--- src/rtl/run_sequencer_if.sv ---
// rtl/run_sequencer_if.sv - run_sequencer handshake, decoder and status bundle
interface run_sequencer_if #(
  parameter int PC_W  = 10,
  parameter int CNT_W = 16
);
  logic             Start;
  logic [PC_W-1:0]  StartAddr;
  logic             DecAck;
  logic             DecLoadInst;
  logic             DecRegWrEn;
  logic             DecMemWrEn;
  logic             PcLoad;
  logic [PC_W-1:0]  PcAddr;
  logic             PcAdvance;
  logic             RegWrGate;
  logic             MemWrGate;
  logic             Busy;
  logic             Done;
  logic             Timeout;
  logic [CNT_W-1:0] CycleCount;
  logic [CNT_W-1:0] InstrCount;

  modport master (
    output Start, StartAddr, DecAck, DecLoadInst, DecRegWrEn, DecMemWrEn,
    input  PcLoad, PcAddr, PcAdvance, RegWrGate, MemWrGate, Busy, Done,
           Timeout, CycleCount, InstrCount
  );

  modport slave (
    input  Start, StartAddr, DecAck, DecLoadInst, DecRegWrEn, DecMemWrEn,
    output PcLoad, PcAddr, PcAdvance, RegWrGate, MemWrGate, Busy, Done,
           Timeout, CycleCount, InstrCount
  );
endinterface

--- src/rtl/run_sequencer.sv ---
// rtl/run_sequencer.sv - run controller: start handshake, write qualification,
// load wait states, cycle/instruction counters and watchdog
module run_sequencer #(
  parameter int PC_W     = 10,
  parameter int CNT_W    = 16,
  parameter int LOAD_LAT = 1
) (
  input logic            Clk,
  input logic            Reset_n,
  run_sequencer_if.slave bus
);
  localparam logic [2:0] S_IDLE = 3'd0;
  localparam logic [2:0] S_LOAD = 3'd1;
  localparam logic [2:0] S_EXEC = 3'd2;
  localparam logic [2:0] S_WAIT = 3'd3;
  localparam logic [2:0] S_DONE = 3'd4;

  localparam logic [1:0]       LAT      = 2'(LOAD_LAT);
  localparam logic [CNT_W-1:0] CNT_MAX  = '1;
  localparam logic [CNT_W-1:0] CNT_LAST = {{(CNT_W-1){1'b1}}, 1'b0};

  logic [2:0]       state, state_nx;
  logic             start_q;
  logic [1:0]       wait_cnt;
  logic [CNT_W-1:0] cyc_cnt, ins_cnt;
  logic             tout;

  logic start_edge, running, wdog;
  logic adv, reg_gate, mem_gate, ins_inc, set_wait, set_tout, start_run;

  assign start_edge = bus.Start & ~start_q;
  assign running    = (state == S_EXEC) || (state == S_WAIT);
  // Fires in the cycle whose count reaches all-ones, so that cycle retires nothing.
  assign wdog       = running && (cyc_cnt >= CNT_LAST);

  always_comb begin
    state_nx  = state;
    adv       = 1'b0;
    reg_gate  = 1'b0;
    mem_gate  = 1'b0;
    ins_inc   = 1'b0;
    set_wait  = 1'b0;
    set_tout  = 1'b0;
    start_run = 1'b0;
    case (state)
      S_IDLE, S_DONE: begin
        if (start_edge) begin
          state_nx  = S_LOAD;
          start_run = 1'b1;
        end
      end
      S_LOAD: state_nx = S_EXEC;
      S_EXEC: begin
        if (wdog) begin
          set_tout = 1'b1;
          state_nx = S_DONE;
        end else if (bus.DecAck) begin
          state_nx = S_DONE;
        end else if (bus.DecLoadInst && (LOAD_LAT > 0)) begin
          set_wait = 1'b1;
          state_nx = S_WAIT;
        end else begin
          reg_gate = bus.DecRegWrEn;
          mem_gate = bus.DecMemWrEn;
          adv      = 1'b1;
          ins_inc  = 1'b1;
        end
      end
      S_WAIT: begin
        if (wdog) begin
          set_tout = 1'b1;
          state_nx = S_DONE;
        end else if (wait_cnt == 2'd1) begin
          reg_gate = 1'b1;
          adv      = 1'b1;
          ins_inc  = 1'b1;
          state_nx = S_EXEC;
        end
      end
      default: state_nx = S_IDLE;
    endcase
  end

  always_ff @(posedge Clk or negedge Reset_n) begin
    if (!Reset_n) begin
      state    <= S_IDLE;
      start_q  <= 1'b0;
      wait_cnt <= 2'd0;
      cyc_cnt  <= '0;
      ins_cnt  <= '0;
      tout     <= 1'b0;
    end else begin
      state   <= state_nx;
      start_q <= bus.Start;
      // Clearing on the accepted start makes the LOAD cycle already show zeros.
      if (start_run || (state == S_LOAD)) begin
        wait_cnt <= 2'd0;
        cyc_cnt  <= '0;
        ins_cnt  <= '0;
        tout     <= 1'b0;
      end else begin
        if (running && (cyc_cnt != CNT_MAX)) cyc_cnt <= cyc_cnt + 1'b1;
        if (ins_inc) ins_cnt <= ins_cnt + 1'b1;
        if (set_tout) tout <= 1'b1;
        if (set_wait) wait_cnt <= LAT;
        else if ((state == S_WAIT) && (wait_cnt != 2'd0)) wait_cnt <= wait_cnt - 2'd1;
      end
    end
  end

  assign bus.PcLoad     = (state == S_LOAD);
  assign bus.PcAddr     = bus.StartAddr;
  assign bus.PcAdvance  = adv;
  assign bus.RegWrGate  = reg_gate;
  assign bus.MemWrGate  = mem_gate;
  assign bus.Busy       = (state == S_LOAD) || running;
  assign bus.Done       = (state == S_DONE);
  assign bus.Timeout    = tout;
  assign bus.CycleCount = cyc_cnt;
  assign bus.InstrCount = ins_cnt;
endmodule

--- src/flat_wrapper.sv ---
// flat-port wrapper written by rule: the top's interface ports become plain ports
module run_sequencer_flat 
#(
  parameter int PC_W     = 10,
  parameter int CNT_W    = 16,
  parameter int LOAD_LAT = 1
)
  (Clk, Reset_n, bus_Start, bus_StartAddr, bus_DecAck, bus_DecLoadInst, bus_DecRegWrEn, bus_DecMemWrEn, bus_PcLoad, bus_PcAddr, bus_PcAdvance, bus_RegWrGate, bus_MemWrGate, bus_Busy, bus_Done, bus_Timeout, bus_CycleCount, bus_InstrCount);
  run_sequencer_if #(.PC_W(PC_W), .CNT_W(CNT_W)) bus_i ();
  input logic Clk;
  input logic Reset_n;
  input wire logic [$bits(bus_i.Start)-1:0] bus_Start;
  input wire logic [$bits(bus_i.StartAddr)-1:0] bus_StartAddr;
  input wire logic [$bits(bus_i.DecAck)-1:0] bus_DecAck;
  input wire logic [$bits(bus_i.DecLoadInst)-1:0] bus_DecLoadInst;
  input wire logic [$bits(bus_i.DecRegWrEn)-1:0] bus_DecRegWrEn;
  input wire logic [$bits(bus_i.DecMemWrEn)-1:0] bus_DecMemWrEn;
  output wire logic [$bits(bus_i.PcLoad)-1:0] bus_PcLoad;
  output wire logic [$bits(bus_i.PcAddr)-1:0] bus_PcAddr;
  output wire logic [$bits(bus_i.PcAdvance)-1:0] bus_PcAdvance;
  output wire logic [$bits(bus_i.RegWrGate)-1:0] bus_RegWrGate;
  output wire logic [$bits(bus_i.MemWrGate)-1:0] bus_MemWrGate;
  output wire logic [$bits(bus_i.Busy)-1:0] bus_Busy;
  output wire logic [$bits(bus_i.Done)-1:0] bus_Done;
  output wire logic [$bits(bus_i.Timeout)-1:0] bus_Timeout;
  output wire logic [$bits(bus_i.CycleCount)-1:0] bus_CycleCount;
  output wire logic [$bits(bus_i.InstrCount)-1:0] bus_InstrCount;
  assign bus_i.Start = bus_Start;
  assign bus_i.StartAddr = bus_StartAddr;
  assign bus_i.DecAck = bus_DecAck;
  assign bus_i.DecLoadInst = bus_DecLoadInst;
  assign bus_i.DecRegWrEn = bus_DecRegWrEn;
  assign bus_i.DecMemWrEn = bus_DecMemWrEn;
  assign bus_PcLoad = bus_i.PcLoad;
  assign bus_PcAddr = bus_i.PcAddr;
  assign bus_PcAdvance = bus_i.PcAdvance;
  assign bus_RegWrGate = bus_i.RegWrGate;
  assign bus_MemWrGate = bus_i.MemWrGate;
  assign bus_Busy = bus_i.Busy;
  assign bus_Done = bus_i.Done;
  assign bus_Timeout = bus_i.Timeout;
  assign bus_CycleCount = bus_i.CycleCount;
  assign bus_InstrCount = bus_i.InstrCount;
  run_sequencer #(.PC_W(PC_W), .CNT_W(CNT_W), .LOAD_LAT(LOAD_LAT)) u_core (.Clk(Clk), .Reset_n(Reset_n), .bus(bus_i));
endmodule
--- config.mk ---
export PLATFORM = sky130hd
export DESIGN_NAME = run_sequencer_flat
export DESIGN_NICKNAME = d
export VERILOG_FILES = /design/src/rtl/run_sequencer_if.sv /design/src/rtl/run_sequencer.sv /design/src/flat_wrapper.sv
export SDC_FILE = /design/constraint.sdc
export NUM_CORES = 1
export LEC_CHECK = 0
export CAP_MARGIN = 10
export CORE_UTILIZATION = 52
export CTS_CLUSTER_SIZE = 10
export DETAILED_ROUTE_END_ITERATION = 10
export GPL_ROUTABILITY_DRIVEN = 0
export PLACE_DENSITY = 0.85
export REMOVE_ABC_BUFFERS = 1
export SLEW_MARGIN = 5
export SYNTH_ARGS = -nofsm -noshare
export SYNTH_HDL_FRONTEND = slang
export SYNTH_SLANG_ARGS = --single-unit
export TNS_END_PERCENT = 1
--- constraint.sdc ---
create_clock -name Clk -period 3.55 [get_ports Clk]
set_input_delay 0.71 -clock Clk [delete_from_list [all_inputs] [get_ports Clk]]
set_output_delay 0.71 -clock Clk [all_outputs]
set_load 0.02 [all_outputs]
==> impl_metrics.yaml <==
run_status:
  status: "completed"
setup_path:
  cp_max_fo: 4
  critical_path_class: "in -> out"
  worst_setup_path_end_kind: "output pin"
  worstPathArrival_ns: 2.45
  rr_worst_depth: 6
  critical_path.startpoint_type: "primary input"
  worstPathRequired_ns: 2.84
yosys:
  yosys.area.top_type: "dfrtp_1"
  ys.flop_type: "dfrtp_1"
  synth_top_area_frac: 0.409
  async_reset_ff_frac: 1.00
  ys_warn_count: 0
  seq_area_frac_synth: 0.409
  synth.avg_cell_area_um2: 9.21
  syn_inst: 259
  ys_seq_elements: 39
  synth_area_um2: 2390
  synth-edff-count: 0
  synth.top_cells.by_area: "dfrtp_1 41%, nand2_1 4.2%, buf_4 3.8%"
  ys_types: 51
cells_and_area:
  drive_above_1_share: 0.0714
  final_common_cell: "clkdlybuf4s50_1"
  antennaDiodeCount: 0
  instances_no_fill: 346
  fin_nets: 315
  final_cell_mix: "44 x clkdlybuf4s50_1, 39 x dfrtp_1, 27 x nand2_1, 18 x nor2_1"
  post-route-util: 0.660
  seqCellArea_um2: 976
  multi_input_area_um2: 1210
  fillers: 384
  areaGrowthSynthToFinish_pct: 21.3
sta:
  finalHoldViolations: 0
  final.setup.tns_ns: 0
  setup_viol: 0
  min_period_over_period: 0.891
  layout_setup_ws_ns: 0.387
  relSlewSlack: 0.390
  clock.fmax_ghz: 0.316
  min_period_ns: 3.16
  drv_slew: 0
  skew_ns: 0.0128
  rsz0062_at_grt: "no"
  worst_pin_slew_ns: 0.915
global_routing:
  grt_max_degree: 40
  grt_pass1_vias: 2072
  grt_pass1_wl_um: 9210
  overflow: 0
  antenna_found_initial: 0
  track_usage: 0.232
detailed_routing:
  drc: 0
  wl_per_cell_um: 15.7
  drt_wl_total_um: 5430
  drtIter0Drc: 117
  via_count: 2067
  dr.pass1.iters: 4
  ant_nets: 0
  vias_per_cell: 5.97
clocking:
  cts_buffers: 5
  clock_sink_count: 39
  cts_resized: 0
  clock_latency_ns: 0.29
  cts_max_path_buffers: 2
  htreeDepth: 2
  cts_tree: "done"
  cts_setup_buffers: 0
  clk_pin_slew_ns: 0.08
  cts_root_buf: "clkbuf_8"
  ctsHoldBuffers: 0
floorplanning:
  core-area_um2: 4380
  dieHeight_um: 69.7
  die-area_um2: 4860
  die_w_um: 69.7
  ios: 66
  rows: 24
  initial_utilization: 0.544
hold_path:
  min_path_type: "in -> async"
power_and_ir_drop:
  leakage_nw: 1.22
  total_power_mw: 1.40
  ir_drop_mv: 0.265
  p_per_area_nw_per_um2: 484
placement:
  dp_cells: 338
  place_ws_ns: 0.380
  io_buffers: 45
  hpwl_um: 3690
flow_run:
  maxCapViolCount: 0
## path summary, 6_finish.rpt
path | slack [ns] | startpoint | to
max in group asynchronous | 2.48 | Reset_n | u_core.bus.CycleCount[8]
worst max-delay path | 0.39 | bus_DecAck | bus_RegWrGate
worst max register to register | 1.34 | u_core.bus.CycleCount[1] | u_core.bus.InstrCount[7]
worst min-delay path | 0.52 | Reset_n | u_core.bus.InstrCount[15]
min in group Clk | 0.53 | u_core.bus.CycleCount[7] | u_core.bus.CycleCount[7]
worst min register to register | 0.53 | u_core.bus.CycleCount[7] | u_core.bus.CycleCount[7]
## stage by stage
| step | instance area (um^2) | hold WS, ns |
|---|---|---|
| after floorplan | 2230 | 0.414 |
| after global placement | 2760 | 0.509 |
| after detailed placement | 2760 | 0.516 |
| after CTS | 2890 | 0.529 |
| after global routing | 2890 | 0.555 |
| final | 2890 | 0.522 |
## synthesized netlist by cell type (4+ instances only)
cell type,instances
and2_1,5
xor2_1,4
nand3_1,14
or3_1,6
nand4_1,6
and3_1,8
mux2i_1,5
xnor2_1,5
ha_1,5
nand2_1,27
buf_4,12
inv_1,12
dfrtp_1,39
o21ai_0,16
a21oi_1,16
buf_6,4
nand2b_1,4
nor2_1,18
## registers in the layout, indices dropped and copies added (netlist names)
name	count
u_core.bus.CycleCount	16
u_core.bus.InstrCount	16
u_core.bus.Timeout	1
u_core.state	3
u_core.wait_cnt	2
u_core.start_q	1
## area by class of cell
type,count,share of cell area
Timing Repair Buffer,48,0.162
Clock buffer,6,0.0251
Inverter,12,0.0156
Multi-Input combinational cell,187,0.417
Sequential cell,39,0.337
Tap cell,52,0.0225
Clock inverter,2,0.0208
## critical path, stage by stage
cell             delay (ns)
clkdlybuf4s50_1        0.49
nor3_4                 0.24
o21a_4                 0.16
nand2_2                0.05
inv_1                  0.09
o21a_1                 0.12
clkdlybuf4s50_1        0.59
## layer usage
| layer | GRT usage | share of wire |
|---|---|---|
| met4 | 0.0622 | 0.0031 |
| met5 | 0 | 0 |
| met3 | 0.0625 | 0.059 |
| met1 | 0.283 | 0.43 |
| met2 | 0.405 | 0.50 |
## cells by family (layout without fill, tap and decap cells)
logic type | Yosys count | count (layout) | synth area share
DFF | 39 | 39 | 0.409
muxes | 5 | 5 | 0.0210
buffers and inverters | 33 | 68 | 0.0849
and+or+nand+nor | 112 | 112 | 0.256
xor gates and xnor gates | 9 | 9 | 0.0330
adders and majority gates | 5 | 5 | 0.0262
AOI/OAI and AO/OA | 56 | 56 | 0.170
## where the power goes
part	total (mW)	switching, mW	internal, mW
combinational	0.406	0.236	0.170
sequential	0.555	0.0719	0.483
clock	0.440	0.159	0.281
No activity file was read; power rests on OpenSTA's default activity.
